--- src/rtl/div_ctrl.sv ---
// Run controller for the programmable clock divider: shadow divisor/burst registers,
// idle/run sequencing, divided square wave with edge tick and burst-done strobe.
module div_ctrl #(
    parameter int unsigned WIDTH       = 32,
    parameter int unsigned DEFAULT_DIV = 25000000,
    parameter int unsigned BURST_W     = 16
) (
    input  logic               clk,
    input  logic               clr_n,
    input  logic               cfg_valid,
    output logic               cfg_ready,
    input  logic [WIDTH-1:0]   cfg_div,
    input  logic [BURST_W-1:0] cfg_burst,
    input  logic               start,
    input  logic               stop,
    output logic               busy,
    output logic               clkout,
    output logic               tick,
    output logic               done
);

    typedef enum logic {StIdle, StRun} state_e;

    state_e             state_q;
    logic [WIDTH-1:0]   div_q;
    logic [WIDTH-1:0]   cnt_q;
    logic [BURST_W-1:0] burst_q;
    logic [BURST_W:0]   hcnt_q;
    logic [BURST_W:0]   hcnt_inc;
    logic               wrap;
    logic               burst_end;

    // One extra hcnt bit so half-period 2N is representable without wrapping.
    always_comb begin
        wrap      = (cnt_q == div_q);
        hcnt_inc  = hcnt_q + (BURST_W + 1)'(1);
        burst_end = wrap && (burst_q != '0) && (hcnt_inc == {burst_q, 1'b0});
    end

    assign cfg_ready = (state_q == StIdle);
    assign busy      = (state_q == StRun);

    always_ff @(posedge clk or negedge clr_n) begin
        if (!clr_n) begin
            state_q <= StIdle;
            div_q   <= WIDTH'(DEFAULT_DIV);
            burst_q <= '0;
            cnt_q   <= '0;
            hcnt_q  <= '0;
            clkout  <= 1'b0;
            tick    <= 1'b0;
            done    <= 1'b0;
        end else begin
            tick <= 1'b0;
            done <= 1'b0;
            unique case (state_q)
                StIdle: begin
                    if (cfg_valid) begin
                        div_q   <= cfg_div;
                        burst_q <= cfg_burst;
                    end
                    if (start && !stop) begin
                        state_q <= StRun;
                        cnt_q   <= '0;
                        hcnt_q  <= '0;
                        clkout  <= 1'b0;
                    end
                end
                StRun: begin
                    // stop outranks a coincident wrap or burst end
                    if (stop) begin
                        state_q <= StIdle;
                        cnt_q   <= '0;
                        clkout  <= 1'b0;
                    end else if (wrap) begin
                        cnt_q  <= '0;
                        tick   <= 1'b1;
                        hcnt_q <= hcnt_inc;
                        if (burst_end) begin
                            state_q <= StIdle;
                            clkout  <= 1'b0;
                            done    <= 1'b1;
                        end else begin
                            clkout <= ~clkout;
                        end
                    end else begin
                        cnt_q <= cnt_q + WIDTH'(1);
                    end
                end
            endcase
        end
    end

endmodule
--- config.mk ---
export PLATFORM = sky130hd
export DESIGN_NAME = div_ctrl
export DESIGN_NICKNAME = d
export VERILOG_FILES = /design/src/rtl/div_ctrl.sv
export SDC_FILE = /design/constraint.sdc
export NUM_CORES = 1
export LEC_CHECK = 0
export ABC_AREA = 1
export CORE_MARGIN = 1.5
export CORE_UTILIZATION = 31
export CTS_BUF_LIST = sky130_fd_sc_hd__clkbuf_4
export DETAILED_ROUTE_END_ITERATION = 12
export MAX_ROUTING_LAYER = met4
export PLACE_DENSITY = 0.56
export SLEW_MARGIN = 40
export SYNTH_ARGS = -nofsm -noshare
export SYNTH_HDL_FRONTEND = slang
export SYNTH_SLANG_ARGS = --single-unit
--- constraint.sdc ---
create_clock -name clk -period 2 [get_ports clk]
set_clock_uncertainty 0.2 [all_clocks]
set_input_delay 0.4 -clock clk [delete_from_list [all_inputs] [get_ports clk]]
set_output_delay 0.4 -clock clk [all_outputs]
set_load 0.02 [all_outputs]
Word-level counts from Yosys, hierarchy flattened

Index checks and enable logic that the tools add are counted.

$add $sub $neg: 2
Equality and inequality tests: 6
Muxes and demuxes: 25
Bitwise operators: 2
Reductions and logical operators: 8

Operator list:

| operator                                                                 | number |
|---|---|
| 32-bit two-way mux                                                       | 3 |
| 32-bit one-hot mux with 2 select lines                                   | 1 |
| 17-bit two-way mux                                                       | 3 |
| 17-bit one-hot mux with 2 select lines                                   | 1 |
| 32-bit by 1-bit adder with 32-bit output (second input constant)         | 1 |
| 32-bit == test                                                           | 1 |
| 17-bit by 1-bit adder with 17-bit output (second input constant)         | 1 |
| 17-bit == test                                                           | 1 |
| 16-bit nonzero test                                                      | 1 |
| 1-bit two-way mux                                                        | 15 |
| 2-bit by 1-bit inequality test with 1-bit output (second input constant) | 2 |
| 1-bit one-hot mux with 2 select lines                                    | 2 |
| 2-bit AND reduction                                                      | 2 |
| 1-bit logical AND                                                        | 3 |
| 3-bit by 2-bit inequality test with 1-bit output (second input constant) | 1 |
| 3-bit AND reduction                                                      | 1 |
| 2-bit inequality test (second input constant)                            | 1 |
| 1-bit inverter                                                           | 2 |
| 1-bit zero test                                                          | 1 |

Bits in registers: 101
Input port bits: 53
Output and inout bits: 5
Logic and storage cells: 51

Depth between registers and ports, before layout

Depth in word-level cells: 7
Mapped depth: 15
Mapped depth without buffers: 15

Worst setup path after synthesis

No wires, ideal clock.

Path type: flip-flop to flip-flop
Start point: register state_q (netlist: busy)
End point: register cnt_q[20]
Library setup time: 77 ps
Arrival time: 1,631 ps
Data required time: 1,723 ps
Slack: 92 ps
Stages on the path, launching flop included: 11
Path buffers: 0
Clock period less this slack: 1,908 ps
Cell sequence: dfrtp_1 > inv_2 > nand2_2 > inv_2 > nor2_2 > nand4_1 > nor3_2 > nand2_1 > nor2_2 > nand2_1 > a21oi_1

Word-level cells in the longest chain between the ends: 2
Elaborated cells on any way between the ends: 3
Classes of those cells: eq/ne: 1; mux: 1; bitwise: 1

RTL lines:

| item                                                                                                       | RTL line | RTL |
|---|---|---|
| start: declaration                                                                                         | 24       | `state_e state_q;` |
| start signal: assignment                                                                                   | 45       | `state_q <= StIdle;` |
| start signal: assignment                                                                                   | 63       | `state_q <= StRun;` |
| start signal: assignment                                                                                   | 72       | `state_q <= StIdle;` |
| 1-bit inverter (no line) (*)                                                                               | -        |  |
| net cfg_ready                                                                                              | 11       | `output logic cfg_ready,` |
| 32-bit one-hot mux with 2 select lines or 2-bit by 1-bit inequality test with 1-bit output (tied branches) | -        |  |
| end signal: assignment                                                                                     | 87       | `cnt_q <= cnt_q + WIDTH'(1);` |
| end: declaration                                                                                           | 26       | `logic [WIDTH-1:0] cnt_q;` |

The timed path passes the listed nets; every way through them passes the cells marked *.
A chain may end at the register's enable or synchronous reset.

Worst setup path after layout

Start point: register cnt_q[1]
End point: register cnt_q[26]

Word-level cells in the longest chain between the ends: 4
Elaborated cells on any way between the ends: 5
Classes of those cells: add/sub: 1; eq/ne: 1; mux: 3

RTL lines:

| item                                                                       | RTL line | RTL |
|---|---|---|
| 32-bit by 1-bit adder with 32-bit output or 32-bit == test (tied branches) | 87, 35   |  |
| 32-bit two-way mux (*)                                                     | 75       | `end else if (wrap) begin` |
| 32-bit two-way mux (*)                                                     | 71       | `if (stop) begin` |
| 32-bit one-hot mux with 2 select lines (*)                                 | 56       | `unique case (state_q)` |

Mark *: on every way between the ends. The rest lies on a longest branch, timed or not.

==> qor.csv <==
metric,value,unit
outcome,finished with violations,
violations,setup timing,
syn_avg_cell_area,7.791,um^2
timing.final.ws_setup,-0.1490,ns
cts.sinks,101,
wl_per_cell,14.08,um
final_area,8489,um^2
gp_congestion,0.8814,
r2r_slack,-0.15,ns
synth_xor_area_share,7.639,%
arrival,2.35,ns
drt_pass1_iterations,4,
final_common_cell,nand2_1,
worst_pin_slew,0.7318,ns
ant_nets,0,
fin_crit,2.149,ns
area_growth,43.57,%
slowest_delay,0.41,ns
vias,5517,
core,18710,um^2
drv_slew,0,
fin_nets,994,
reg2reg_from,cnt_q[1],
cp-end-kind,flop,
power.leakage,3.798,nW
syn-num-nets,814,
rsz0062_at_grt,true,
synth_fa_ha_area_share,0.4232,%
hp-class,input pin to async pin,
path_clk_slew,0.15,ns
vias_per_cell,4.683,
start_kind,flop,
yosys.area_share.simple,31.17,%
die_area,19910,um^2
grt_first_pass_wirelength,27.19,mm
synth_top_family_by_area,simple AND/OR/NAND/NOR gates,
drc_errors,0,
finalHoldViolations,0,
drt_iter0_drc,218,
worstSkewPairLatency,0.49,ns
crit_chain,buf_6 > ha_4 > nand2_4 > nor2_4 > nand2_2 > inv_2 > nand4_1 > buf_4 > nor4_4 > nand2_1 > xor2_1 > nor2_2,
min_period_over_period,107.4,%
critPathLaunch,cnt_q[1],
drt-total-wl,16.58,mm
fin_hold_ws,0.2288,ns
dpl_cell_area,7584,um^2
post-place-ws,-0.2289,ns
pin_count,58,
place_hpwl,11.89,mm
regToRegEndpoint,cnt_q[26],
fmax,465.3,MHz
numCtsBuffers,9,
ys_warn_count,0,
final_cell_mix,"158 x nand2_1, 108 x buf_4, 89 x dfrtp_1",
ys_ff_latch,101,
ys_seq_area_share,43.00,%
cpMaxStageDelayCell,dfrtp_1,
syn_area,5913,um^2
port_buffers,57,
htree_levels,3,
track_usage,17.82,%
synth-compound-area-share,5.544,%
antenna_found_initial,0,
start_util,31.61,%
critPathRequiredTime,2.20,ns
ff2ff_path_depth,12,
clockBufferDepth,2,
peakVddDrop,0.2311,mV
cts_tree,built,
power.total,0.004620,W
slew-limit-headroom,51.07,%
root_buffer,clkbuf_4,
setup_viol,47,
drive_above_1_share,33.05,%
grt_pass1_vias,5559,
cp_max_fo,3,
synthMuxAreaShare,4.951,%
fp.dieW,141.1,um
gr-total-overflow,0,
maxCapViolations,0,
syn_inst,759,
rows,50,
critPathKind,flop to flop,
synth_cell_types,35,
chipHeight,141.1,um
grt_max_degree,41,
n_antenna_cell,0,
power_density,544.2,nW/um^2
metrics by stage:
stage,TNS [ns],std cells,utilization (%)
floorplan,0,759,-
global placement,-5.202,1143,40.54
finish,-3.556,1178,45.38
detailed placement,-6.697,1143,40.54
global route,-10.33,1178,45.38
CTS,-4.241,1168,43.26
flip-flops by register name (all words and copies together), names as in the netlist:
| register | cells |
|---|---|
| tick | 1 |
| busy | 1 |
| clkout | 1 |
| div_q | 32 |
| done | 1 |
| cnt_q | 32 |
| burst_q | 16 |
| hcnt_q | 17 |
where the power goes:
part	internal [W]	total [W]	leakage, nW	switching (W)
registers	0.00225	0.00240	1.27	0.000147
logic	0.000550	0.00111	2.45	0.000562
clock network	0.000403	0.00111	0.0759	0.000703
logic make-up after synthesis:
group / Yosys count
DFF: 101
buffers and inverters: 106
xor gates and xnor gates: 50
muxes: 26
adders and majority gates: 2
AOI/OAI and AO/OA: 60
and+or+nand+nor: 414
Yosys cell counts:
library cell  instances  area [um^2]
clkbuf_2              3        15.01
clkinv_1              1        3.750
dfstp_2              12        315.3
nand3_2               2        20.02
nor3_2                3        30.03
xor2_1               28        245.2
a21oi_1              30        150.1
a21oi_2               2        17.52
clkbuf_1              5        18.77
nor3_1               18        90.09
dfrtp_1              89         2227
nor2_4                2        22.52
o21ai_1               2        10.01
nor2_1              109        409.1
mux2_2               26        292.8
nor3_4                2        32.53
nand3_1              56        280.3
xnor3_1               1        22.52
nand4_1              21        131.4
o22ai_1              10        62.56
nor3b_1               4        30.03
o22ai_2               1        12.51
nand2_1             180        675.7
or2_0                 2        12.51
nor2_2                5        31.28
nand2_4               3        33.78
ha_1                  2        25.02
xnor2_1              21        183.9
inv_1                80        300.3
nand2_2               2        12.51
inv_2                 4        15.01
o21ai_0              15        75.07
nor4_1                5        31.28
buf_2                11        55.05
buf_6                 2        22.52
repair_timing:
item                       CTS  global route
pin swaps                   20            51
gates resized for setup     81            90
hold buffers                 1             0
cloned                       5             0
setup endpoints to repair   54            53
hold endpoints to repair    45             0
buffers inserted             3            11
worst max-delay path: cells and delay by family, from the launching register on:
family                     cells  cell delay (ns)
xor gates and xnor gates       1             0.16
adders and majority gates      1             0.15
buffers and inverters          3             0.41
DFF                            1             0.41
and+or+nand+nor                7             0.73
area by class of cell:
class / instances / area, um^2
Timing Repair Buffer: 187 / 1667
Sequential cell: 101 / 2542
Multi-Input combinational cell: 555 / 3522
Clock inverter: 5 / 51.30
Fill cell: 1868 / 10220
Clock buffer: 11 / 82.58
Tap cell: 234 / 292.8
Inverter: 85 / 331.6
worst max path at each step:
stage                     end  slack [ns]  depth (start not counted)
CTS                 hcnt_q[4]       -0.17                         10
floorplan           cnt_q[20]        0.09                         10
global route        hcnt_q[6]       -0.26                         10
finish              cnt_q[26]       -0.15                         12
detailed placement  hcnt_q[0]       -0.23                         11
global placement    cnt_q[20]       -0.19                         12
metal layers:
layer  GRT usage [%]  vias up  routed length (um)
li1                -     2814                   -
met1           20.89     2602                7206
met2           31.50       80                8642
met3           3.159       21                 472
met4           4.550        0                 261
met5               -        -                   0
(Power assumes the default switching activity.)
